## src/rtl/lcd_pkg.sv

```systemverilog
// Shared types and constants for the HD44780 character LCD sequencer.
package lcd_pkg;

  typedef enum logic [2:0] {
    S_POWERUP,
    S_INIT,
    S_IDLE,
    S_SETUP,
    S_EN_HIGH,
    S_HOLD,
    S_EXEC
  } lcd_state_e;

  localparam int LCD_INIT_LEN = 4;
  localparam int LCD_IDX_W    = $clog2(LCD_INIT_LEN);

  // Function set 8-bit/2-line, display on, clear, entry mode increment.
  localparam logic [7:0] LCD_INIT_SEQ [LCD_INIT_LEN] = '{8'h38, 8'h0C, 8'h01, 8'h06};

  // Clear Display (01) and Return Home (02/03) need the long execution wait.
  function automatic logic is_long_cmd(input logic rs, input logic [7:0] data);
    return !rs && ((data == 8'h01) || (data == 8'h02) || (data == 8'h03));
  endfunction

  function automatic int max2(input int a, input int b);
    return (a > b) ? a : b;
  endfunction

endpackage

```

## src/rtl/lcd_delay_timer.sv

```systemverilog
// Loadable down-counter; o_zero is high once the loaded count has run out.
module lcd_delay_timer #(
  parameter int W = 8
) (
  input  logic         i_clk,
  input  logic         i_reset,
  input  logic         i_load,
  input  logic [W-1:0] i_load_val,
  output logic         o_zero
);

  logic [W-1:0] r_cnt;

  always_ff @(posedge i_clk or posedge i_reset) begin
    if (i_reset)             r_cnt <= '0;
    else if (i_load)         r_cnt <= i_load_val;
    else if (r_cnt != '0)    r_cnt <= r_cnt - 1'b1;
  end

  assign o_zero = (r_cnt == '0);

endmodule

```

## src/rtl/lcd_hd44780_ctrl.sv

```systemverilog
// HD44780 write sequencer: power-up wait, init sequence, then one byte per
// valid/ready handshake with setup / EN pulse / hold / execution timing.
module lcd_hd44780_ctrl
  import lcd_pkg::*;
#(
  parameter int SETUP_CYC     = 2,
  parameter int EN_CYC        = 8,
  parameter int HOLD_CYC      = 2,
  parameter int EXEC_CYC      = 1000,
  parameter int LONG_EXEC_CYC = 40000,
  parameter int POWERUP_CYC   = 375000
) (
  input  logic       i_clk,
  input  logic       i_reset,
  input  logic       i_valid,
  input  logic       i_rs,
  input  logic [7:0] i_data,
  output logic       o_ready,
  output logic       o_init_done,
  output logic       o_lcd_on,
  output logic       o_lcd_en,
  output logic       o_lcd_rs,
  output logic       o_lcd_rw,
  output logic [7:0] o_lcd_data
);

  localparam int MAX_CYC = max2(max2(max2(SETUP_CYC, EN_CYC), max2(HOLD_CYC, EXEC_CYC)),
                                max2(LONG_EXEC_CYC, POWERUP_CYC));
  localparam int CW = $clog2(MAX_CYC + 1);

  // A phase of N cycles loads N-1 on entry and leaves when the count is zero.
  // The execution wait is measured up to the next INIT/accept cycle, so S_EXEC
  // itself runs one cycle short; power-up counts from reset release.
  localparam logic [CW-1:0] LD_SETUP = CW'(SETUP_CYC - 1);
  localparam logic [CW-1:0] LD_EN    = CW'(EN_CYC - 1);
  localparam logic [CW-1:0] LD_HOLD  = CW'(HOLD_CYC - 1);
  localparam logic [CW-1:0] LD_EXEC  = CW'((EXEC_CYC > 1) ? EXEC_CYC - 2 : 0);
  localparam logic [CW-1:0] LD_LONG  = CW'((LONG_EXEC_CYC > 1) ? LONG_EXEC_CYC - 2 : 0);
  localparam logic [CW-1:0] LD_PWR   = CW'((POWERUP_CYC > 1) ? POWERUP_CYC - 2 : 0);

  lcd_state_e             r_state, w_next;
  logic                   r_on, r_ready, r_en, r_rs, r_init_done, r_init_last;
  logic [7:0]             r_data;
  logic [LCD_IDX_W-1:0]   r_idx;
  logic                   w_load, w_zero, w_take_req, w_take_init, w_set_done;
  logic [CW-1:0]          w_load_val;

  lcd_delay_timer #(.W(CW)) u_timer (
    .i_clk      (i_clk),
    .i_reset    (i_reset),
    .i_load     (w_load),
    .i_load_val (w_load_val),
    .o_zero     (w_zero)
  );

  always_comb begin
    w_next      = r_state;
    w_load      = 1'b0;
    w_load_val  = '0;
    w_take_req  = 1'b0;
    w_take_init = 1'b0;
    w_set_done  = 1'b0;
    case (r_state)
      S_POWERUP: begin
        if (!r_on) begin
          if (POWERUP_CYC > 1) begin
            w_load     = 1'b1;
            w_load_val = LD_PWR;
          end else begin
            w_next = S_INIT;
          end
        end else if (w_zero) begin
          w_next = S_INIT;
        end
      end
      S_INIT: begin
        w_take_init = 1'b1;
        w_next      = S_SETUP;
        w_load      = 1'b1;
        w_load_val  = LD_SETUP;
      end
      S_IDLE: begin
        if (i_valid && r_ready) begin
          w_take_req = 1'b1;
          w_next     = S_SETUP;
          w_load     = 1'b1;
          w_load_val = LD_SETUP;
        end
      end
      S_SETUP: begin
        if (w_zero) begin
          w_next     = S_EN_HIGH;
          w_load     = 1'b1;
          w_load_val = LD_EN;
        end
      end
      S_EN_HIGH: begin
        if (w_zero) begin
          w_next     = S_HOLD;
          w_load     = 1'b1;
          w_load_val = LD_HOLD;
        end
      end
      S_HOLD: begin
        if (w_zero) begin
          w_next     = S_EXEC;
          w_load     = 1'b1;
          w_load_val = is_long_cmd(r_rs, r_data) ? LD_LONG : LD_EXEC;
        end
      end
      S_EXEC: begin
        if (w_zero) begin
          if (!r_init_done && !r_init_last) begin
            w_next = S_INIT;
          end else begin
            w_next     = S_IDLE;
            w_set_done = 1'b1;
          end
        end
      end
      default: w_next = S_POWERUP;
    endcase
  end

  // Outputs are registered from the next state so the pins never glitch.
  always_ff @(posedge i_clk or posedge i_reset) begin
    if (i_reset) begin
      r_state     <= S_POWERUP;
      r_on        <= 1'b0;
      r_ready     <= 1'b0;
      r_en        <= 1'b0;
      r_rs        <= 1'b0;
      r_data      <= 8'h00;
      r_idx       <= '0;
      r_init_last <= 1'b0;
      r_init_done <= 1'b0;
    end else begin
      r_state <= w_next;
      r_on    <= 1'b1;
      r_ready <= (w_next == S_IDLE);
      r_en    <= (w_next == S_EN_HIGH);
      if (w_take_init) begin
        r_rs        <= 1'b0;
        r_data      <= LCD_INIT_SEQ[r_idx];
        r_idx       <= r_idx + 1'b1;
        r_init_last <= (r_idx == LCD_IDX_W'(LCD_INIT_LEN - 1));
      end else if (w_take_req) begin
        r_rs   <= i_rs;
        r_data <= i_data;
      end
      if (w_set_done) r_init_done <= 1'b1;
    end
  end

  assign o_ready     = r_ready;
  assign o_init_done = r_init_done;
  assign o_lcd_on    = r_on;
  assign o_lcd_en    = r_en;
  assign o_lcd_rs    = r_rs;
  assign o_lcd_rw    = 1'b0;
  assign o_lcd_data  = r_data;

endmodule

```

## config.mk

```make
export PLATFORM = sky130hd
export DESIGN_NAME = lcd_hd44780_ctrl
export DESIGN_NICKNAME = d
export VERILOG_FILES = /design/src/rtl/lcd_pkg.sv /design/src/rtl/lcd_delay_timer.sv /design/src/rtl/lcd_hd44780_ctrl.sv
export SDC_FILE = /design/constraint.sdc
export NUM_CORES = 1
export LEC_CHECK = 0
export ABC_AREA = 1
export BUFFER_PORTS_ARGS = -buffer_cell sky130_fd_sc_hd__buf_2
export CORE_MARGIN = 1.5
export CORE_UTILIZATION = 30
export DETAILED_ROUTE_END_ITERATION = 8
export GPL_ROUTABILITY_DRIVEN = 0
export MAX_ROUTING_LAYER = met4
export PLACE_DENSITY = 0.44
export SLEW_MARGIN = 20
export SYNTH_ARGS = -nofsm -noshare
export SYNTH_HDL_FRONTEND = slang
export SYNTH_HIERARCHICAL = 1
export SYNTH_SLANG_ARGS = --single-unit
```

## constraint.sdc

```tcl
create_clock -name i_clk -period 7 [get_ports i_clk]
set_input_delay 0.35 -clock i_clk [delete_from_list [all_inputs] [get_ports i_clk]]
set_output_delay 0.35 -clock i_clk [all_outputs]
set_load 0.005 [all_outputs]
```

==> results.md, run 1 <==
- Status: complete, no violations
- Die Area: 8650 µm²
- Wirelength per Cell: 12.7 µm
- CP max FO: 22
- Via count: 2109
- Global-route usage over all layers: 15.2%
- Initial core utilization: 31.3%
- Share of layout cells above drive strength 1: 16.2%
- Post-Route WL: 5900 µm
- Skew final: 0.00869 ns
- Critical path arrival: 4.13 ns
- Pwr Density: 447 nW/µm²
- DR vias/cell: 4.53
- Setup crit start kind: register
- Core area: 7770 µm²
- Net count reported at finish: 379
- PortBufs: 24
- Final WS setup: 3.08 ns
- # hold bufs at CTS: 0
- Initial antenna violation count: 0
- FP Rows: 32
- IO Count: 26
- Area of the mapped netlist: 2430 µm²
- Placement Setup Slack: 3.09 ns
- Largest net degree at the start of global routing: 23
- Worst VDD drop: 0.125 mV
- First-pass GRT wire length: 10100 µm
- Max Slew Vio Count: 0
- Most common cell after layout, fill and taps aside: nand2_1
- Required @ worst endpoint: 7.21 ns
- RSZ-0062 raised after global routing: false
- DIE WIDTH: 93.0 µm
- Pre-Repair DR Iteration Count: 4
- Drt initial violations: 86
- Die Height: 93.0 µm
- Maximum clock path buffer count: 2
- Fmax: 255 MHz
- H-tree depth: 2
- Pwr Total: 1.23 mW
- Synth-to-layout area growth: 13.2%
- Post-DP HPWL: 4550 µm
- Worst-Margin Slew: 0.808 ns
- Setup CP Type: register to register
- CP Capture Type: register
- Yosys cell types: 34
- DRC: 0
- Clock Latency Late Sink: 0.29 ns
- Most frequent cells in the layout: nand2_1, nor2_1, dfrtp_1
- Final Hold Fails: 0
- Antenna diodes: 0
- Resize count post-CTS: 0
- TNS Setup: 0 ns
- CTS clk-pin slew, worst paths: 0.09 ns
- Layout Utilization: 35.4%
- Max transition margin: 45.9%
- Synth Warn #: 6
- Number of global-route vias before repair: 2091
- Final worst-path cycle share: 56.0%
- # setup viols final: 0
- Clock Sinks: 38
- Sequential cell area fraction in the yosys report: 39.1%
- Hold crit path type: input port to asynchronous set/reset pin
- Max cap viols: 0
- Gr ovfl total: 0
- CTS tree: done
- Seq cells post-synth: 38
- Root buf cell: clkbuf_8
- ANT nets after route: 0
- Clock buffer count from CTS: 5
- Synth Instances: 337
- Post-CTS Setup Bufs: 0
- Pleak: 1.48 nW
- Final min period: 3.92 ns
- Synth Area per Inst: 7.21 µm²
state kept, by name, summed over array words and instances (netlist names), 2 cells and up:
| name | count |
|---|---|
| o_lcd_data | 8 |
| r_idx | 2 |
| r_state | 3 |
| u_timer/r_cnt | 19 |
logic make-up after synthesis:
| logic type | Yosys count | synth area share (%) |
|---|---|---|
| flops | 38 | 39.1 |
| buf+inv | 50 | 8.60 |
| xor+xnor | 4 | 1.44 |
| compound gates | 30 | 7.00 |
| other cells | 2 | 0.309 |
| simple gates | 209 | 41.5 |
| fa+ha+maj | 4 | 2.06 |
area by class of cell:
cell class              count  area [µm²]
clock buffers               5        68.8
clock inverters             3        45.0
fillers                   855        5020
inverters                  43         161
multi-input cells         251        1280
flip-flops and latches     38         951
well taps                 102         128
repair buffers             24         120
worst max-delay path, cell delays in order, from the launching register on:
cell and delay, ns:
dfrtp_1 0.38, inv_1 0.11, ha_1 0.27, nand2_4 0.12
nor2_8 0.16, nand2_2 0.06, nor2_1 0.08, nand2_1 0.08
nor2_1 0.45, nand2_2 0.19, nand4_1 0.62, clkinv_1 0.70
nand4_4 0.37, inv_2 0.10, a21oi_1 0.12
synthesized netlist by cell type, drive strengths merged:
library cell / instances / area (µm²)
nor3: 4 / 36.3
xnor2: 1 / 8.76
ha: 4 / 50.1
o21ai: 14 / 70.1
buf: 5 / 40.0
a41o: 1 / 10.0
a21oi: 7 / 35.0
xor2: 3 / 26.3
conb: 2 / 7.51
or2: 1 / 6.26
nand3b: 3 / 22.5
o211ai: 4 / 30.0
nand2: 114 / 458
inv: 41 / 154
nand4: 5 / 61.3
clkbuf: 2 / 7.51
a31oi: 4 / 25.0
nand3: 32 / 170
nor2: 50 / 253
dfrtp: 38 / 951
clkinv: 2 / 7.51
power by group:
part / switching (mW) / internal [mW] / leakage, nW / total [mW]
Combinational: 0.427 / 0.212 / 0.947 / 0.639
Clock: 0.0862 / 0.106 / 0.0504 / 0.192
Sequential: 0.0863 / 0.312 / 0.479 / 0.398
Total: 0.599 / 0.630 / 1.48 / 1.23
final timing paths:
kind / startpoint / to / slack, ns / cells after the start
worst max-delay path: u_timer/r_cnt[0]$_DFFE_PP0P_ / u_timer/r_cnt[11]$_DFFE_PP0P_ / 3.08 / 14
worst min-delay path: i_reset / o_lcd_data[1]$_DFFE_PP0P_ / 0.19 / 2
worst max register to register: u_timer/r_cnt[0]$_DFFE_PP0P_ / u_timer/r_cnt[11]$_DFFE_PP0P_ / 3.08 / 14
worst min register to register: o_init_done$_DFFE_PP0P_ / o_init_done$_DFFE_PP0P_ / 0.52 / 1
max in group asynchronous: i_reset / u_timer/r_cnt[11]$_DFFE_PP0P_ / 6.29 / 2
min in group i_clk: i_rs / o_lcd_rs$_DFFE_PP0P_ / 0.27 / 3
per-layer routing:
| metal | vias to the layer above | GRT usage, % | part of all wire (%) |
|---|---|---|---|
| met4 | 0 | 3.16 | 1.1 |
| li1 | 1113 | - | - |
| met3 | 8 | 2.44 | 2.2 |
| met1 | 954 | 20.5 | 51 |
| met5 | - | - | 0 |
| met2 | 34 | 24.1 | 46 |
per-stage QoR:
step / instance area (µm²) / hold slack [ns] / instances
floorplan: 2440 / 0.301 / 339
global placement: 2640 / 0.500 / 458
detailed placement: 2640 / 0.500 / 458
CTS: 2750 / 0.227 / 466
global route: 2750 / 0.265 / 466
finish: 2750 / 0.194 / 466
No activity file was read; power rests on OpenSTA's default activity.
==> run 2, diff against run 1 <==
--- a/config.mk
+++ b/config.mk
@@ -12,7 +12,7 @@
 export DETAILED_ROUTE_END_ITERATION = 8
 export GPL_ROUTABILITY_DRIVEN = 0
 export MAX_ROUTING_LAYER = met4
-export PLACE_DENSITY = 0.44
+export PLACE_DENSITY = 0.46
 export SLEW_MARGIN = 20
 export SYNTH_ARGS = -nofsm -noshare
 export SYNTH_HDL_FRONTEND = slang
==> constraint.sdc (replaced) <==
create_clock -name i_clk -period 3.3 [get_ports i_clk]
set_input_delay 0.165 -clock i_clk [delete_from_list [all_inputs] [get_ports i_clk]]
set_output_delay 0.165 -clock i_clk [all_outputs]
set_load 0.005 [all_outputs]
==> run 2 against run 1 <==
  * The run now ends with hold timing left
  * Clock power rose by 83%
  * Worst setup slack worse by 2.5 ns
  * Die area did not move
  * Flip-flop and latch count is the same
  * Worst hold slack worse by 0.21 ns
  * Sequential share of layout area down 0.23 points
  * Non-clock buffer count is 5 higher
  * Global-route usage is 0.46 points higher
  * Design area up 0.68%
  * Wire length rose by 0.80%
  * Critical path depth grew 1
  * Final cell count rose by 1.1%
  * Critical path type unchanged
  * Largest cell class unchanged
==> results.md, run 2 (synthesis gave the netlist of run 1 again) <==
- Wirelength per Cell: 12.6 µm (was 12.7 µm)
- Pre-Repair DR Iteration Count: 4 (unchanged)
- Top reg by flops: u_timer/r_cnt (unchanged)
- Core area: 7770 µm² (unchanged)
- # placed instances: 463 (was 458)
- Post-Route WL: 5950 µm (was 5900 µm)
- IO Count: 26 (unchanged)
- Die Height: 93.0 µm (unchanged)
- # hold bufs at CTS: 0 (unchanged)
- Crit path from: u_timer/r_cnt[0]$_DFFE_PP0P_ (unchanged)
- Final Hold Fails: 31 (was 0)
- Violated checks: hold timing
- H-tree depth: 2 (unchanged)
- Share of layout cells above drive strength 1: 17.3% (was 16.2%)
- Most frequent cells in the layout: nand2_1, nor2_1, dfrtp_1 (unchanged)
- Fmax: 370 MHz (was 255 MHz)
- PortBufs: 24 (unchanged)
- Max transition margin: 50.0% (was 45.9%)
- Pleak: 1.50 nW (was 1.48 nW)
- GR Util met3: 2.44% (unchanged)
- Met2 Use GR: 25.6% (was 24.1%)
- CTS tree: done (unchanged)
- Post-DP HPWL: 4650 µm (was 4550 µm)
- Via count: 2118 (was 2109)
- GR Util met1: 20.0% (was 20.5%)
- RSZ-0062 raised after global routing: false (unchanged)
- ANT nets after route: 0 (unchanged)
- Max cap viols: 0 (unchanged)
- Setup crit start kind: register (unchanged)
- Post-CTS Setup Bufs: 0 (unchanged)
- First-pass GRT wire length: 10200 µm (was 10100 µm)
- Worst-Margin Slew: 0.748 ns (was 0.808 ns)
- Final min period: 2.70 ns (was 3.92 ns)
- Pwr Density: 936 nW/µm² (was 447 nW/µm²)
- Clock Sinks: 38 (unchanged)
- CP max FO: 12 (was 22)
- Status: finished, violations left (was complete, no violations)
- TNS Setup: 0 ns (unchanged)
- CP Capture Type: register (unchanged)
- Number of global-route vias before repair: 2104 (was 2091)
- # setup viols final: 0 (unchanged)
- Pwr Total: 2.59 mW (was 1.23 mW)
- Initial antenna violation count: 0 (unchanged)
- Clock Latency Late Sink: 0.30 ns (was 0.29 ns)
- Drt initial violations: 86 (unchanged)
- Most common cell after layout, fill and taps aside: nand2_1 (unchanged)
- Global-route usage over all layers: 15.6% (was 15.2%)
- FP Rows: 32 (unchanged)
- R2r startpoint: u_timer/r_cnt[0]$_DFFE_PP0P_ (unchanged)
- Resize count post-CTS: 0 (unchanged)
- DRC: 0 (unchanged)
- Gr ovfl total: 0 (unchanged)
- CTS clk-pin slew, worst paths: 0.09 ns (about the same)
- Net count reported at finish: 384 (was 379)
- Die Area: 8650 µm² (unchanged)
- Antenna diodes: 0 (unchanged)
- Max Slew Vio Count: 0 (unchanged)
- Hold crit path type: input port to asynchronous set/reset pin (unchanged)
- Final worst-path cycle share: 81.9% (was 56.0%)
- Root buf cell: clkbuf_8 (unchanged)
- Critical path arrival: 2.93 ns (was 4.13 ns)
- Placement Setup Slack: 0.591 ns (was 3.09 ns)
- Required @ worst endpoint: 3.53 ns (was 7.21 ns)
- Largest net degree at the start of global routing: 22 (was 23)
- Worst VDD drop: 0.300 mV (was 0.125 mV)
- Layer with the highest usage: met2 (unchanged)
- Hold WS: -0.0169 ns (was 0.194 ns)
- Finished Layout Cells: 471 (was 466)
- DIE WIDTH: 93.0 µm (unchanged)
- DR vias/cell: 4.50 (was 4.53)
- Clock buffer count from CTS: 5 (unchanged)
- Final WS setup: 0.597 ns (was 3.08 ns)
- Skew final: 0.0110 ns (was 0.00869 ns)
- Setup CP Type: register to register (unchanged)
- Maximum clock path buffer count: 2 (unchanged)
- Initial core utilization: 31.3% (unchanged)
- Largest register FFs: 19 (unchanged)
- Synth-to-layout area growth: 14.0% (was 13.2%)
[run 2: worst paths after layout]
kind | to | slack, ns | depth (start not counted)
min in group i_clk | o_lcd_rs$_DFFE_PP0P_ | 0.08 | 3
worst min-delay path | o_lcd_rs$_DFFE_PP0P_ | -0.02 | 2
max in group asynchronous | u_timer/r_cnt[17]$_DFFE_PP0P_ | 2.83 | 2
worst max register to register | u_timer/r_cnt[4]$_DFFE_PP0P_ | 0.60 | 15
worst min register to register | o_lcd_rs$_DFFE_PP0P_ | 0.51 | 2
worst max-delay path | u_timer/r_cnt[4]$_DFFE_PP0P_ | 0.60 | 15
[run 2: layer usage]
metal  part of all wire [%]  vias up
met5                      0        -
met2                     48       31
met4                    1.1        0
met3                    2.4        5
li1                       -     1120
met1                     49      962
[run 2: critical path: stages, from the launching register on]
cell and delay, ns:
dfrtp_1 0.37, inv_1 0.10, ha_1 0.25, nand2_4 0.12, nor2_8 0.16, nand2_2 0.07
nor2_1 0.08, nand2_1 0.09, nor2_1 0.14, buf_4 0.18, nand2_2 0.10, nand4_1 0.13
clkinv_1 0.34, nand4_4 0.29, inv_2 0.09, a21oi_1 0.13
[run 2: cell type report]
type | instances | area [µm²]
Clock buffer | 6 | 82.6
Clock inverter | 2 | 12.5
Fill cell | 849 | 5000
Inverter | 43 | 161
Multi-Input combinational cell | 251 | 1280
Sequential cell | 38 | 951
Tap cell | 102 | 128
Timing Repair Buffer | 29 | 158
[run 2: report_power, final]
part | internal [mW] | switching (mW) | total, mW
clock network | 0.168 | 0.184 | 0.352
registers | 0.661 | 0.190 | 0.851
logic | 0.480 | 0.909 | 1.39
[run 2: through the flow]
step	util (%)	cell area, µm²	hold WS, ns
3_5_place_dp	34.4	2680	0.341
5_1_grt	35.7	2770	0.0633
3_3_place_gp	34.4	2680	0.346
2_1_floorplan	-	2440	0.116
4_1_cts	35.7	2770	0.0113
6_report	35.7	2770	-0.0169
==> run 3, diff against run 2 <==
==> constraint.sdc (replaced) <==
create_clock -name i_clk -period 2.26 [get_ports i_clk]
set_input_delay 0.113 -clock i_clk [delete_from_list [all_inputs] [get_ports i_clk]]
set_output_delay 0.113 -clock i_clk [all_outputs]
set_load 0.005 [all_outputs]
==> run 3 against run 2 <==
  * The run now ends clean
  * Die area unchanged
  * Power increased by 70%
  * First-iteration DRC count increased by 45%
  * Non-clock buffer count increased by 32
  * Maximum frequency increased by 23%
  * Clock skew about the same
  * Wire length increased by 4.0%
  * Design area increased by 13%
  * Clock-buffer cell count decreased by 1
  * Flip-flop and latch count unchanged
  * Worst setup slack got worse by 0.53 ns
  * Core utilization increased by 4.6 points
  * Largest power group unchanged
==> results.md, run 3 (synthesis gave the netlist of run 1 again) <==
- Status: complete, no violations (was finished, violations left)
- Clock group share of total power: 13.6% (about the same)
- DRC: 0 (unchanged)
- Skew final: 0.0114 ns (was 0.0110 ns)
- R2r worst-path depth: 15 (unchanged)
- Share of layout cells above drive strength 1: 27.2% (was 17.3%)
- Worst hold stages: 3
- CTS tree: done (unchanged)
- Final worst-path cycle share: 97.1% (was 81.9%)
- PortBufs: 24 (unchanged)
- Internal power: 2.38 mW (was 1.31 mW)
- DIE WIDTH: 93.0 µm (unchanged)
- Bufs and invs on worst path: 4 (unchanged)
- Sequential Power Share: 28.3% (was 32.8%)
- Largest net degree at the start of global routing: 22 (unchanged)
- IO Count: 26 (unchanged)
- Post-Route WL: 6180 µm (was 5950 µm)
- Root buf cell: clkbuf_8 (unchanged)
- Worst-Margin Slew: 0.808 ns (was 0.748 ns)
- Most frequent cells in the layout: nand2_1, nor2_1, dfrtp_1 (unchanged)
- Setup crit start kind: register (unchanged)
- Largest register FFs: 19 (unchanged)
- Fmax: 456 MHz (was 370 MHz)
- Critical path arrival: 2.38 ns (was 2.93 ns)
- Maximum clock path buffer count: 2 (unchanged)
- Initial core utilization: 31.3% (unchanged)
- Gr ovfl total: 0 (unchanged)
- Max Slew Vio Count: 0 (unchanged)
- R2r startpoint: u_timer/r_cnt[5]$_DFFE_PP0P_ (was u_timer/r_cnt[0]$_DFFE_PP0P_)
- Max cap viols: 0 (unchanged)
- H-tree depth: 2 (unchanged)
- Required @ worst endpoint: 2.45 ns (was 3.53 ns)
- Sw power: 2.03 mW (was 1.28 mW)
- Area after DPL: 2760 µm² (was 2680 µm²)
- Final Hold Fails: 0 (was 31)
- Setup CP Type: register to register (unchanged)
- CP cell instances: nor2_4, nand2_4, nor2_8, nand2_2, nor2_2, nand2_2, nor2_4, o211ai_1, nand4_1, buf_4, inv_8, buf_6, buf_4, nand3_2, nand2_1 (was inv_1, ha_1, nand2_4, nor2_8, nand2_2, nor2_1, nand2_1, nor2_1, buf_4, nand2_2, nand4_1, clkinv_1, nand4_4, inv_2, a21oi_1)
- Pwr Density: 1410 nW/µm² (was 936 nW/µm²)
- Top reg by flops: u_timer/r_cnt (unchanged)
- Pre-Repair DR Iteration Count: 4 (unchanged)
- Net count reported at finish: 416 (was 384)
- Design Area, Final: 3130 µm² (was 2770 µm²)
- Clock Sinks: 38 (unchanged)
- Reg2reg setup slack: 0.07 ns (was 0.60 ns)
- Core area: 7770 µm² (unchanged)
- Antenna diodes: 0 (unchanged)
- Synth-to-layout area growth: 28.6% (was 14.0%)
- Number of global-route vias before repair: 2142 (was 2104)
- Initial antenna violation count: 0 (unchanged)
- Wirelength per Cell: 12.3 µm (was 12.6 µm)
- Via count: 2293 (was 2118)
- Hold crit path type: input port to register (was input port to asynchronous set/reset pin)
- # setup viols final: 0 (unchanged)
- Pwr Total: 4.41 mW (was 2.59 mW)
- FP Rows: 32 (unchanged)
- Drt initial violations: 125 (was 86)
- Pleak: 1.68 nW (was 1.50 nW)
- Critical hold path startpoint: i_rs
- Most common cell after layout, fill and taps aside: nand2_1 (unchanged)
- Global-route usage over all layers: 15.0% (was 15.6%)
- DR vias/cell: 4.56 (was 4.50)
- Clock buffer count from CTS: 5 (unchanged)
- Comb pwr share: 58.1% (was 53.6%)
- R2r endpoint: u_timer/r_cnt[9]$_DFFE_PP0P_ (was u_timer/r_cnt[4]$_DFFE_PP0P_)
- Die Area: 8650 µm² (unchanged)
- Clock Latency Late Sink: 0.30 ns (about the same)
- Hold path endpoint: o_lcd_rs$_DFFE_PP0P_
- Final min period: 2.19 ns (was 2.70 ns)
- First-pass GRT wire length: 10000 µm (was 10200 µm)
- Post-DP HPWL: 4530 µm (was 4650 µm)
- CP Capture Type: register (unchanged)
- CP max FO: 6 (was 12)
- Worst VDD drop: 0.369 mV (was 0.300 mV)
- Crit-path leading delay family: simple AND/OR/NAND/NOR gates (unchanged)
- ANT nets after route: 0 (unchanged)
- Die Height: 93.0 µm (unchanged)
- Max incr delay on CP: 0.44 ns (was 0.37 ns)
- Worst path slowest cell: dfrtp_2 (was dfrtp_1)
- Max transition margin: 46.1% (was 50.0%)
- CTS clk-pin slew, worst paths: 0.09 ns (about the same)
- Net Sw Frac: 46.1% (was 49.5%)
-- run 3: cell types whose count changed in the layout (fill, tap and decap cells not counted), moves of 2 or more --
| cell | delta |
|---|---|
| buf_6 | +3 |
| inv_1 | -2 |
| nand3_1 | -3 |
| o21ai_1 | +2 |
| buf_4 | +26 |
| nor2_4 | +3 |
| nor2_1 | -4 |
| nand3_2 | +3 |
| inv_2 | +2 |
| o21ai_0 | -2 |
-- run 3: power groups by stage --
stage | combinational [mW] | sequential (mW) | clock, mW
final | 2.56 | 1.25 | 0.600
after global routing | 2.88 | 1.29 | 0.643
after CTS | 2.17 | 1.22 | 0.624
after detailed placement | 2.14 | 1.23 | 0
after global placement | 2.16 | 1.24 | 0
after floorplan | 1.56 | 1.20 | 0
-- run 3: what timing repair did --
| action | in CTS | in global routing |
|---|---|---|
| pin swaps | 0 | 9 |
| hold endpoints to repair | 21 | 0 |
| cloned | 0 | 1 |
| resized for setup | 3 | 29 |
| hold buffers | 1 | 0 |
| buffers inserted | 0 | 19 |
| setup endpoints to repair | 15 | 19 |
-- run 3: how the worst max path moves through the flow --
| stage | cells past startpoint | startpoint | end | slack [ns] |
|---|---|---|---|---|
| after floorplan | 15 | u_timer/r_cnt[0]$_DFFE_PP0P_ | u_timer/r_cnt[1]$_DFFE_PP0P_ | -0.02 |
| after global placement | 14 | u_timer/r_cnt[1]$_DFFE_PP0P_ | u_timer/r_cnt[9]$_DFFE_PP0P_ | 0.04 |
| after detailed placement | 14 | u_timer/r_cnt[0]$_DFFE_PP0P_ | u_timer/r_cnt[3]$_DFFE_PP0P_ | -0.04 |
| after CTS | 14 | u_timer/r_cnt[0]$_DFFE_PP0P_ | u_timer/r_cnt[3]$_DFFE_PP0P_ | 0.04 |
| after global routing | 16 | u_timer/r_cnt[5]$_DFFE_PP0P_ | u_timer/r_cnt[9]$_DFFE_PP0P_ | -0.04 |
| final | 15 | u_timer/r_cnt[5]$_DFFE_PP0P_ | u_timer/r_cnt[9]$_DFFE_PP0P_ | 0.07 |
-- run 3: final cells by class --
type / instances / area (µm²)
clock inverters: 3 / 45.0
well taps: 102 / 128
inverters: 43 / 169
fillers: 826 / 4640
repair buffers: 61 / 417
flip-flops and latches: 38 / 952
multi-input cells: 251 / 1350
clock buffers: 5 / 68.8
-- run 3: per-layer routing --
layer  track usage, %  wire (µm)  share of wire [%]  up-vias
met4             4.92        112                1.8        0
met3             2.76        253                4.1        9
met5                -          0                  0        -
li1                 -          -                  -     1186
met1             19.3       2880                 47     1047
met2             23.8       2940                 48       51
-- run 3: through the flow --
stage	setup WS, ns	instances	setup TNS [ns]	util (%)	hold WS (ns)
global placement	0.0366	474	0	35.5	0.293
CTS	0.0389	483	0	37.2	0.0328
global route	-0.0448	503	-0.375	40.2	0.0665
finish	0.0652	503	0	40.2	0.0375
floorplan	-0.0188	339	-0.0188	-	0.0641
detailed placement	-0.0444	474	-0.261	35.5	0.293
-- run 3: tightest hold or removal path, stage by stage --
cell	delay (ns)
buf_2	0.08
nand3_1	0.07
nand2_1	0.05
